File: src/rtl/ram_port_arbiter_if.sv
// Requester-side handshake bundle for ram_port_arbiter.
// master = client block, slave = arbiter.
interface ram_port_arbiter_if #(
  parameter int DATA_WIDTH = 8,
  parameter int ADDR_WIDTH = 4
);
  logic                  valid;
  logic                  we;
  logic                  lock;
  logic [ADDR_WIDTH-1:0] addr;
  logic [DATA_WIDTH-1:0] din;
  logic                  ready;
  logic                  rvalid;
  logic [DATA_WIDTH-1:0] rdata;

  modport master (
    output valid, we, lock, addr, din,
    input  ready, rvalid, rdata
  );

  modport slave (
    input  valid, we, lock, addr, din,
    output ready, rvalid, rdata
  );
endinterface

File: src/rtl/ram_port_arbiter.sv
// Two-requester round-robin arbiter with locked bursts for a 1-port sync RAM.
// Define ARB_FIXED_PRIORITY_EN to make requester 0 always win in IDLE.
module ram_port_arbiter #(
  parameter int DATA_WIDTH = 8,
  parameter int ADDR_WIDTH = 4
) (
  input  logic                  clk,
  input  logic                  rst,
  ram_port_arbiter_if.slave     i_req0,
  ram_port_arbiter_if.slave     i_req1,
  output logic                  o_ram_we,
  output logic [ADDR_WIDTH-1:0] o_ram_addr,
  output logic [DATA_WIDTH-1:0] o_ram_din,
  input  logic [DATA_WIDTH-1:0] i_ram_dout
);

  typedef enum logic [1:0] {
    IDLE  = 2'd0,
    LOCK0 = 2'd1,
    LOCK1 = 2'd2
  } state_t;

  state_t r_state;
  state_t w_next;
  logic   r_rd_pend;
  logic   r_rd_id;
  logic   w_gnt0;
  logic   w_gnt1;
  logic   w_prio;
  logic   w_rv0;
  logic   w_rv1;

`ifdef ARB_FIXED_PRIORITY_EN
  assign w_prio = 1'b0;
`else
  logic r_prio;

  // points at the requester that did not move last
  always_ff @(posedge clk) begin
    if (rst) begin
      r_prio <= 1'b0;
    end else if (w_gnt0 || w_gnt1) begin
      r_prio <= w_gnt0;
    end
  end

  assign w_prio = r_prio;
`endif

  always_comb begin
    w_gnt0 = 1'b0;
    w_gnt1 = 1'b0;
    w_next = r_state;
    if (!rst) begin
      unique case (r_state)
        IDLE: begin
          if (i_req0.valid && i_req1.valid) begin
            w_gnt0 = !w_prio;
            w_gnt1 = w_prio;
          end else begin
            w_gnt0 = i_req0.valid;
            w_gnt1 = i_req1.valid;
          end
        end
        LOCK0:   w_gnt0 = i_req0.valid;
        LOCK1:   w_gnt1 = i_req1.valid;
        default: w_next = IDLE;
      endcase
      if (w_gnt0) begin
        w_next = i_req0.lock ? LOCK0 : IDLE;
      end else if (w_gnt1) begin
        w_next = i_req1.lock ? LOCK1 : IDLE;
      end
    end
  end

  always_ff @(posedge clk) begin
    if (rst) begin
      r_state   <= IDLE;
      r_rd_pend <= 1'b0;
      r_rd_id   <= 1'b0;
    end else begin
      r_state   <= w_next;
      r_rd_pend <= (w_gnt0 && !i_req0.we)
                || (w_gnt1 && !i_req1.we);
      if (w_gnt0 || w_gnt1) begin
        r_rd_id <= w_gnt1;
      end
    end
  end

  always_comb begin
    o_ram_we   = 1'b0;
    o_ram_addr = '0;
    o_ram_din  = '0;
    unique case (1'b1)
      w_gnt0: begin
        o_ram_we   = i_req0.we;
        o_ram_addr = i_req0.addr;
        o_ram_din  = i_req0.din;
      end
      w_gnt1: begin
        o_ram_we   = i_req1.we;
        o_ram_addr = i_req1.addr;
        o_ram_din  = i_req1.din;
      end
      default: ;
    endcase
  end

  assign w_rv0 = r_rd_pend && !r_rd_id;
  assign w_rv1 = r_rd_pend && r_rd_id;

  assign i_req0.ready  = w_gnt0;
  assign i_req1.ready  = w_gnt1;
  assign i_req0.rvalid = w_rv0;
  assign i_req1.rvalid = w_rv1;
  assign i_req0.rdata  = w_rv0 ? i_ram_dout : '0;
  assign i_req1.rdata  = w_rv1 ? i_ram_dout : '0;

endmodule

File: src/flat_wrapper.sv
// flat-port wrapper written by rule: the top's interface ports become plain ports
module ram_port_arbiter_flat 
#(
  parameter int DATA_WIDTH = 8,
  parameter int ADDR_WIDTH = 4
)
  (clk, rst, o_ram_we, o_ram_addr, o_ram_din, i_ram_dout, i_req0_valid, i_req0_we, i_req0_lock, i_req0_addr, i_req0_din, i_req0_ready, i_req0_rvalid, i_req0_rdata, i_req1_valid, i_req1_we, i_req1_lock, i_req1_addr, i_req1_din, i_req1_ready, i_req1_rvalid, i_req1_rdata);
  ram_port_arbiter_if #(.DATA_WIDTH(DATA_WIDTH), .ADDR_WIDTH(ADDR_WIDTH)) i_req0_i ();
  ram_port_arbiter_if #(.DATA_WIDTH(DATA_WIDTH), .ADDR_WIDTH(ADDR_WIDTH)) i_req1_i ();
  input  logic clk;
  input  logic rst;
  output logic o_ram_we;
  output logic [ADDR_WIDTH-1:0] o_ram_addr;
  output logic [DATA_WIDTH-1:0] o_ram_din;
  input  logic [DATA_WIDTH-1:0] i_ram_dout;
  input wire logic [$bits(i_req0_i.valid)-1:0] i_req0_valid;
  input wire logic [$bits(i_req0_i.we)-1:0] i_req0_we;
  input wire logic [$bits(i_req0_i.lock)-1:0] i_req0_lock;
  input wire logic [$bits(i_req0_i.addr)-1:0] i_req0_addr;
  input wire logic [$bits(i_req0_i.din)-1:0] i_req0_din;
  output wire logic [$bits(i_req0_i.ready)-1:0] i_req0_ready;
  output wire logic [$bits(i_req0_i.rvalid)-1:0] i_req0_rvalid;
  output wire logic [$bits(i_req0_i.rdata)-1:0] i_req0_rdata;
  input wire logic [$bits(i_req1_i.valid)-1:0] i_req1_valid;
  input wire logic [$bits(i_req1_i.we)-1:0] i_req1_we;
  input wire logic [$bits(i_req1_i.lock)-1:0] i_req1_lock;
  input wire logic [$bits(i_req1_i.addr)-1:0] i_req1_addr;
  input wire logic [$bits(i_req1_i.din)-1:0] i_req1_din;
  output wire logic [$bits(i_req1_i.ready)-1:0] i_req1_ready;
  output wire logic [$bits(i_req1_i.rvalid)-1:0] i_req1_rvalid;
  output wire logic [$bits(i_req1_i.rdata)-1:0] i_req1_rdata;
  assign i_req0_i.valid = i_req0_valid;
  assign i_req0_i.we = i_req0_we;
  assign i_req0_i.lock = i_req0_lock;
  assign i_req0_i.addr = i_req0_addr;
  assign i_req0_i.din = i_req0_din;
  assign i_req0_ready = i_req0_i.ready;
  assign i_req0_rvalid = i_req0_i.rvalid;
  assign i_req0_rdata = i_req0_i.rdata;
  assign i_req1_i.valid = i_req1_valid;
  assign i_req1_i.we = i_req1_we;
  assign i_req1_i.lock = i_req1_lock;
  assign i_req1_i.addr = i_req1_addr;
  assign i_req1_i.din = i_req1_din;
  assign i_req1_ready = i_req1_i.ready;
  assign i_req1_rvalid = i_req1_i.rvalid;
  assign i_req1_rdata = i_req1_i.rdata;
  ram_port_arbiter #(.DATA_WIDTH(DATA_WIDTH), .ADDR_WIDTH(ADDR_WIDTH)) u_core (.clk(clk), .rst(rst), .i_req0(i_req0_i), .i_req1(i_req1_i), .o_ram_we(o_ram_we), .o_ram_addr(o_ram_addr), .o_ram_din(o_ram_din), .i_ram_dout(i_ram_dout));
endmodule
File: config.mk
export PLATFORM = sky130hd
export DESIGN_NAME = ram_port_arbiter_flat
export DESIGN_NICKNAME = d
export VERILOG_FILES = /design/src/rtl/ram_port_arbiter_if.sv /design/src/rtl/ram_port_arbiter.sv /design/src/flat_wrapper.sv
export SDC_FILE = /design/constraint.sdc
export NUM_CORES = 1
export LEC_CHECK = 0
export ABC_AREA = 1
export CAP_MARGIN = 15
export CORE_MARGIN = 2
export CORE_UTILIZATION = 40
export CTS_CLUSTER_SIZE = 16
export DETAILED_ROUTE_END_ITERATION = 12
export DONT_BUFFER_PORTS = 1
export GPL_ROUTABILITY_DRIVEN = 0
export PLACE_DENSITY = 0.65
export SLEW_MARGIN = 20
export SYNTH_ARGS = -nofsm -noshare
export SYNTH_HDL_FRONTEND = slang
export SYNTH_SLANG_ARGS = --single-unit
File: constraint.sdc
create_clock -name clk -period 1 [get_ports clk]
set_input_delay 0.1 -clock clk [delete_from_list [all_inputs] [get_ports clk]]
set_output_delay 0.1 -clock clk [all_outputs]
set_load 0.05 [all_outputs]
==> results of run 1 <==
[cells by family after synthesis]
| logic type | Yosys count | synth area share, % |
|---|---|---|
| simple gates | 79 | 62.5 |
| buf+inv | 24 | 21.2 |
| flops | 5 | 15.6 |
| compound gates | 1 | 0.777 |
[through the flow]
step	cell area (µm²)	cells	util (%)	setup TNS [ns]	setup WS (ns)
after floorplan	1030	109	-	-7.84	-0.545
after global placement	1440	150	95.6	-2.25	-0.129
after detailed placement	1440	150	95.6	-3.13	-0.218
==> results, run 1 <==
- Synthesis inferred 5 register bits.
- In this run, post-CTS repair resized a total of 23 instances.
- The clock passes through at most 2 buffers.
- Once the floorplan was initialized, standard cells occupied 42.7% of the core.
- The synthesized netlist net count is 149.
- 73 I/O pins were placed.
- The number of hold buffers added after CTS was 1.
- The netlist area before placement is approximately 640 µm².
- The most instantiated library cell after synthesis is sky130_fd_sc_hd__nand2_1.
- The average cell area after synthesis is 5.90 µm².
- The first error in the log reads "[ERROR DPL-0038] Utilization greater than 100%, impossible to legalize".
- The fraction of synthesis flops using an asynchronous set or reset pin is 0%.
- During placement, the flow inserted port buffers numbering 0.
- The total number of placement rows is 14.
- The CTS root buffer is sky130_fd_sc_hd__clkbuf_4.
- The area share of the leading cell type in the synthesized netlist is between 15 and 20%.
- Summed over all instances, the cell type with the most area after synthesis is sky130_fd_sc_hd__dfxtp_1.
- Summed over all nets, the half-perimeter wirelength after detailed placement is 2460 µm.
- The unique cell type count in the Yosys netlist is 17.
- By area the synthesized netlist is led by sky130_fd_sc_hd__dfxtp_1 16%, sky130_fd_sc_hd__nand4_1 15%, sky130_fd_sc_hd__nand2_1 13%.
- The clock net in this run drives a total of 5 sinks.
- The last stage the flow got to is clock tree synthesis.
- The die span in y is about 44 µm.
- The run stopped with a tool error.
- The total number of yosys warnings is 0.
- By count the netlist is led by 22 x sky130_fd_sc_hd__nand2_1, 19 x sky130_fd_sc_hd__nor2_1, 16 x sky130_fd_sc_hd__nand3_1, 15 x sky130_fd_sc_hd__inv_1, 15 x sky130_fd_sc_hd__nand4_1.
- The H-tree level count is 1.
- The number of cells produced by synthesis is 109.
- After synthesis, flip-flops and latches occupy 15.6% of the total area.
- The number of buffers inserted by post-CTS setup repair is 4.
- The die boundary width is approximately 44 µm.
- The total CTS buffers is 3.
- Among all flip-flop cells after synthesis, the most frequent one is sky130_fd_sc_hd__dfxtp_1.
- The number of enable-type register cells in the synthesized netlist is 0.
==> run 2: changes to the inputs <==
--- a/config.mk
+++ b/config.mk
@@ -7,13 +7,12 @@
 export LEC_CHECK = 0
 export ABC_AREA = 1
 export CAP_MARGIN = 15
-export CORE_MARGIN = 2
-export CORE_UTILIZATION = 40
-export CTS_CLUSTER_SIZE = 16
+export CORE_AREA = 2 2 63 65
 export DETAILED_ROUTE_END_ITERATION = 12
+export DIE_AREA = 0 0 65 67
 export DONT_BUFFER_PORTS = 1
 export GPL_ROUTABILITY_DRIVEN = 0
-export PLACE_DENSITY = 0.65
+export PLACE_DENSITY_LB_ADDON = 0.15
 export SLEW_MARGIN = 20
 export SYNTH_ARGS = -nofsm -noshare
 export SYNTH_HDL_FRONTEND = slang
==> constraint.sdc (replaced) <==
create_clock -name clk -period 1.3 [get_ports clk]
set_input_delay 0.13 -clock clk [delete_from_list [all_inputs] [get_ports clk]]
set_output_delay 0.13 -clock clk [all_outputs]
set_load 0.05 [all_outputs]
==> run 2 against run 1 <==
  * The flow now finishes, with violations (setup timing)
  * Area after synthesis unchanged
  * Synthesized cell count unchanged
==> results, run 2 <==
- The run finished, with violations left.
- The checks that failed: setup timing.
- The fraction of synthesis flops using an asynchronous set or reset pin is 0% (unchanged).
- Internal power comes to 0.679 mW.
- In the final routed layout, each cell accounts on average for 12.1 µm.
- The post-detailed-route via-to-cell ratio is 4.47.
- Setup repair after global routing could not meet its margin everywhere.
- The relative contribution of combinational cells to total power is 59.7%.
- The type of origin of the critical path is a register.
- The maximum number of pins on one net before global-route repair is 30.
- The maximum fanout along the worst path is 14.
- The total overflow reported by the global router is 0.
- Ranked by total cell area, the synthesized netlist is headed by sky130_fd_sc_hd__dfxtp_1 16%, sky130_fd_sc_hd__nand4_1 15%, sky130_fd_sc_hd__nand2_1 13%.
- The sequential power share is 15.8%.
- The average cell area after synthesis is 5.90 µm² (unchanged).
- In the synthesized netlist the dominant register cell turns out to be sky130_fd_sc_hd__dfxtp_1.
- The layout has 373 filler cells.
- The start-to-end type of the worst setup path is register to output port.
- The first global-routing pass estimated 3650 µm of wire.
- Leaving out fill and tap cells, the most frequent cells in the layout are 28 x sky130_fd_sc_hd__buf_12, 16 x sky130_fd_sc_hd__nand3_1, 15 x sky130_fd_sc_hd__nand2_2, 15 x sky130_fd_sc_hd__nand4_1.
- Routed signal wires occupy layers up through met4.
- The pre-antenna-repair detailed-routing pass consisted of 4 iterations.
- After layout, the worst path uses 107% of the clock period.
- In the final routing, the length of wire on met1 measures 906 µm.
- The total number of placement rows came to 22 (+8).
- Along the worst hold path, the cell count comes to 2.
- For this block, the routed nets add up to roughly 2300 µm of wire.
- The area share of the leading cell type in the synthesized netlist is 15.6% (unchanged).
- The start of the worst register-to-register path is u_core.r_state[0].
- The die covers about 4400 µm².
- The netlist area before placement is 643 µm² (unchanged).
- The synthesized netlist net count is 149 (unchanged).
- The cell depth of the worst flop-to-flop path is 6.
- The tightest min-delay check is of the input pin to register type.
- Detailed routing inserted a total of 867 vias.
- The most instantiated library cell after synthesis is sky130_fd_sc_hd__nand2_1.
- The number of cells produced by synthesis is 109 (unchanged).
- For this run, the total global-route usage over all layers was measured as about 11%.
- Net switching is 42.4% of the power.
- At the end of the flow, the number of nets in the layout was between 150 and 200.
- The areal power density over the cells is 814 nW/µm².
- The die boundary width is 65 µm (+47%).
- The number of routed nets with antenna violations is 0.
- Of the cells placed in the final design, the portion with a size suffix greater than 1 is 55.5%.
- The later pin in the worst-skew pair is clocked with a latency of ~0.22 ns.
- The total clock sinks was 5 (unchanged).
- For the worst setup path, the data arrival time is approximately 1.3 ns.
- By count the netlist is led by 22 x sky130_fd_sc_hd__nand2_1, 19 x sky130_fd_sc_hd__nor2_1, 16 x sky130_fd_sc_hd__nand3_1, 15 x sky130_fd_sc_hd__inv_1, 15 x sky130_fd_sc_hd__nand4_1.
- Max-cap violations in this run came to 0.
- The largest area contributor in the netlist is sky130_fd_sc_hd__dfxtp_1.
- The core region is 3610 µm².
- The effective utilization at floorplan is 17.8% (-25 points).
- For this run, the top clock speed supported by timing is 721 MHz.
- The kind of end point of the critical path is an output port.
- The register-to-register path setup slack is 0.33 ns.
- The initial antenna violation count is 0.
- The maximum ir drop on the vdd rail is 0.405 mV.
- The post-synthesis register bit count is 5 (unchanged).
- The accumulated negative setup slack is -1.47 ns.
- After clock tree synthesis, the clock-pin slew on the worst setup and hold paths is 0.04 ns.
- For the worst setup path, the data required time is around 1.2 ns.
- The max-slew violation total from the final report is 0.
- The number of port buffers is 0 (unchanged).
- The clock share of power is 24.5%.
- The leading cell type in the layout, fill and taps excluded is sky130_fd_sc_hd__buf_12.
- The worst-margin pin slew is 0.187 ns.
- Setup violations remaining at the end of the flow were counted as 23.
- The unique cell type count in the Yosys netlist is 17 (unchanged).
- The H-tree level count is 1 (unchanged).
- The die span in y is 67 µm (+52%).
- The estimated wirelength of the detail-placed design is 1900 µm (-23%).
- The buffer levels on the longest clock path is 2 (unchanged).
- The worst-case setup margin in the final layout is -0.0861 ns.
- The total CTS buffers is 3 (unchanged).
- The final number of hold-violating endpoints is 0.
- The number of enable-type register cells in the synthesized netlist is 0 (unchanged).
- The standby leakage power is 0.660 nW.
- The endpoint identified for the worst register-to-register timing path is u_core.r_state[0].
- The most flop-heavy register is u_core.r_state.
- In this run the tightest slew margin relative to its limit is 87.5%.
- The first routing iteration left 15 violations.
- The setup skew after layout is approximately 0.0014 ns.
- The register with the most flip-flops in the layout has 2 of them.
- The CTS root buffer is sky130_fd_sc_hd__clkbuf_8.
- For this run, design rule violations remaining after detail routing come to 0.
- The total number of yosys warnings came to 0 (unchanged).
- The worst path in the final design needs a cycle of 1.39 ns, including I/O delays and setup.
- The path with the worst hold slack has its endpoint at u_core.r_state[0].
- The CTS tree is built.
- The top-level I/O count is 73 (unchanged).
- The antenna cell count is 0.
- The finished cells cover 1450 µm².
- The worst hold path startpoint is i_req0_lock.
- The via count of the first global-routing pass is 814.
- Wire segments on met2 add up to 1110 µm in the final route.
- The area growth from synthesis to final layout is 125%.
- The area after detailed placement was 1340 µm² (-7.2%).
- The share of the yosys chip area belonging to registers is 15.6% (unchanged).
- Summed over all nets, wire length on met3 after detailed routing comes to 266 µm.
- The net switching power is approximately 0.5 mW.
- Cells fill 40.2% of the core in the end.
run 2: worst max-delay path by stage:
| stage | start | slack (ns) | endpoint | cells after the start |
|---|---|---|---|---|
| 6_report | u_core.r_state[0] | -0.09 | o_ram_addr[2] | 6 |
| 4_1_cts | u_core.r_state[0] | -0.1 | o_ram_addr[1] | 6 |
| 2_1_floorplan | u_core.r_rd_pend | -0.27 | i_req0_rdata[1] | 4 |
| 3_3_place_gp | u_core.r_state[0] | 0.08 | o_ram_din[1] | 6 |
| 5_1_grt | u_core.r_state[0] | -0.16 | o_ram_din[5] | 6 |
| 3_5_place_dp | u_core.r_state[1] | 0.06 | o_ram_din[1] | 7 |
run 2: logic make-up (layout without fill, tap and decap cells):
logic type	after synthesis	count (layout)	share of synthesized area, %
AO/OA/AOI/OAI	1	1	0.777
buffers and inverters	24	61	21.2
AND/OR/NAND/NOR	79	79	62.5
flip-flops	5	5	15.6
run 2: final cells by class:
cell class                      count  area (µm²)  area share, %
Clock buffer                        4        45.0           3.11
Inverter                           18        71.3           4.92
Multi-Input combinational cell     80         523           36.1
Sequential cell                     5         105           7.25
Tap cell                           48        60.1           4.14
Timing Repair Buffer               39         646           44.5
run 2: repair_timing:
action,4_1_cts,5_1_grt
hold buffers,1,0
setup endpoints to repair,23,31
buffers inserted,1,0
pin swaps,5,1
gates resized for setup,13,6
endpoints found under the hold margin,1,0
run 2: worst max-delay path, stage by stage, from the launching register on:
cell,delay (ns)
sky130_fd_sc_hd__dfxtp_2,0.37
sky130_fd_sc_hd__inv_2,0.07
sky130_fd_sc_hd__nand3_4,0.11
sky130_fd_sc_hd__buf_12,0.15
sky130_fd_sc_hd__nand4_1,0.10
sky130_fd_sc_hd__nand2_2,0.11
sky130_fd_sc_hd__buf_12,0.13
run 2: stage by stage:
stage | worst slack (ns) | hold WS (ns) | instances | total power [mW]
3_5_place_dp | 0.0568 | 0.206 | 188 | 0.869
4_1_cts | -0.0957 | 0.00658 | 194 | 1.19
3_3_place_gp | 0.0837 | 0.204 | 188 | 0.860
5_1_grt | -0.161 | 0.0329 | 194 | 1.24
2_1_floorplan | -0.275 | 0.202 | 109 | 0.577
6_report | -0.0861 | 0.0107 | 194 | 1.18
run 2: power by group through the flow:
stage	Sequential, mW	Clock, mW	Combinational, mW
after floorplan	0.184	0	0.394
after global placement	0.185	0	0.675
after detailed placement	0.186	0	0.683
after CTS	0.185	0.299	0.706
after global routing	0.187	0.309	0.739
final	0.186	0.290	0.705
run 2: per-layer routing:
layer  global-route usage, %  up-vias
met5                       0        -
li1                        -      430
met1                    11.6      371
met4                    7.18        0
met2                    19.5       61
met3                    3.04        5
Power figures use the tool's default switching activity.
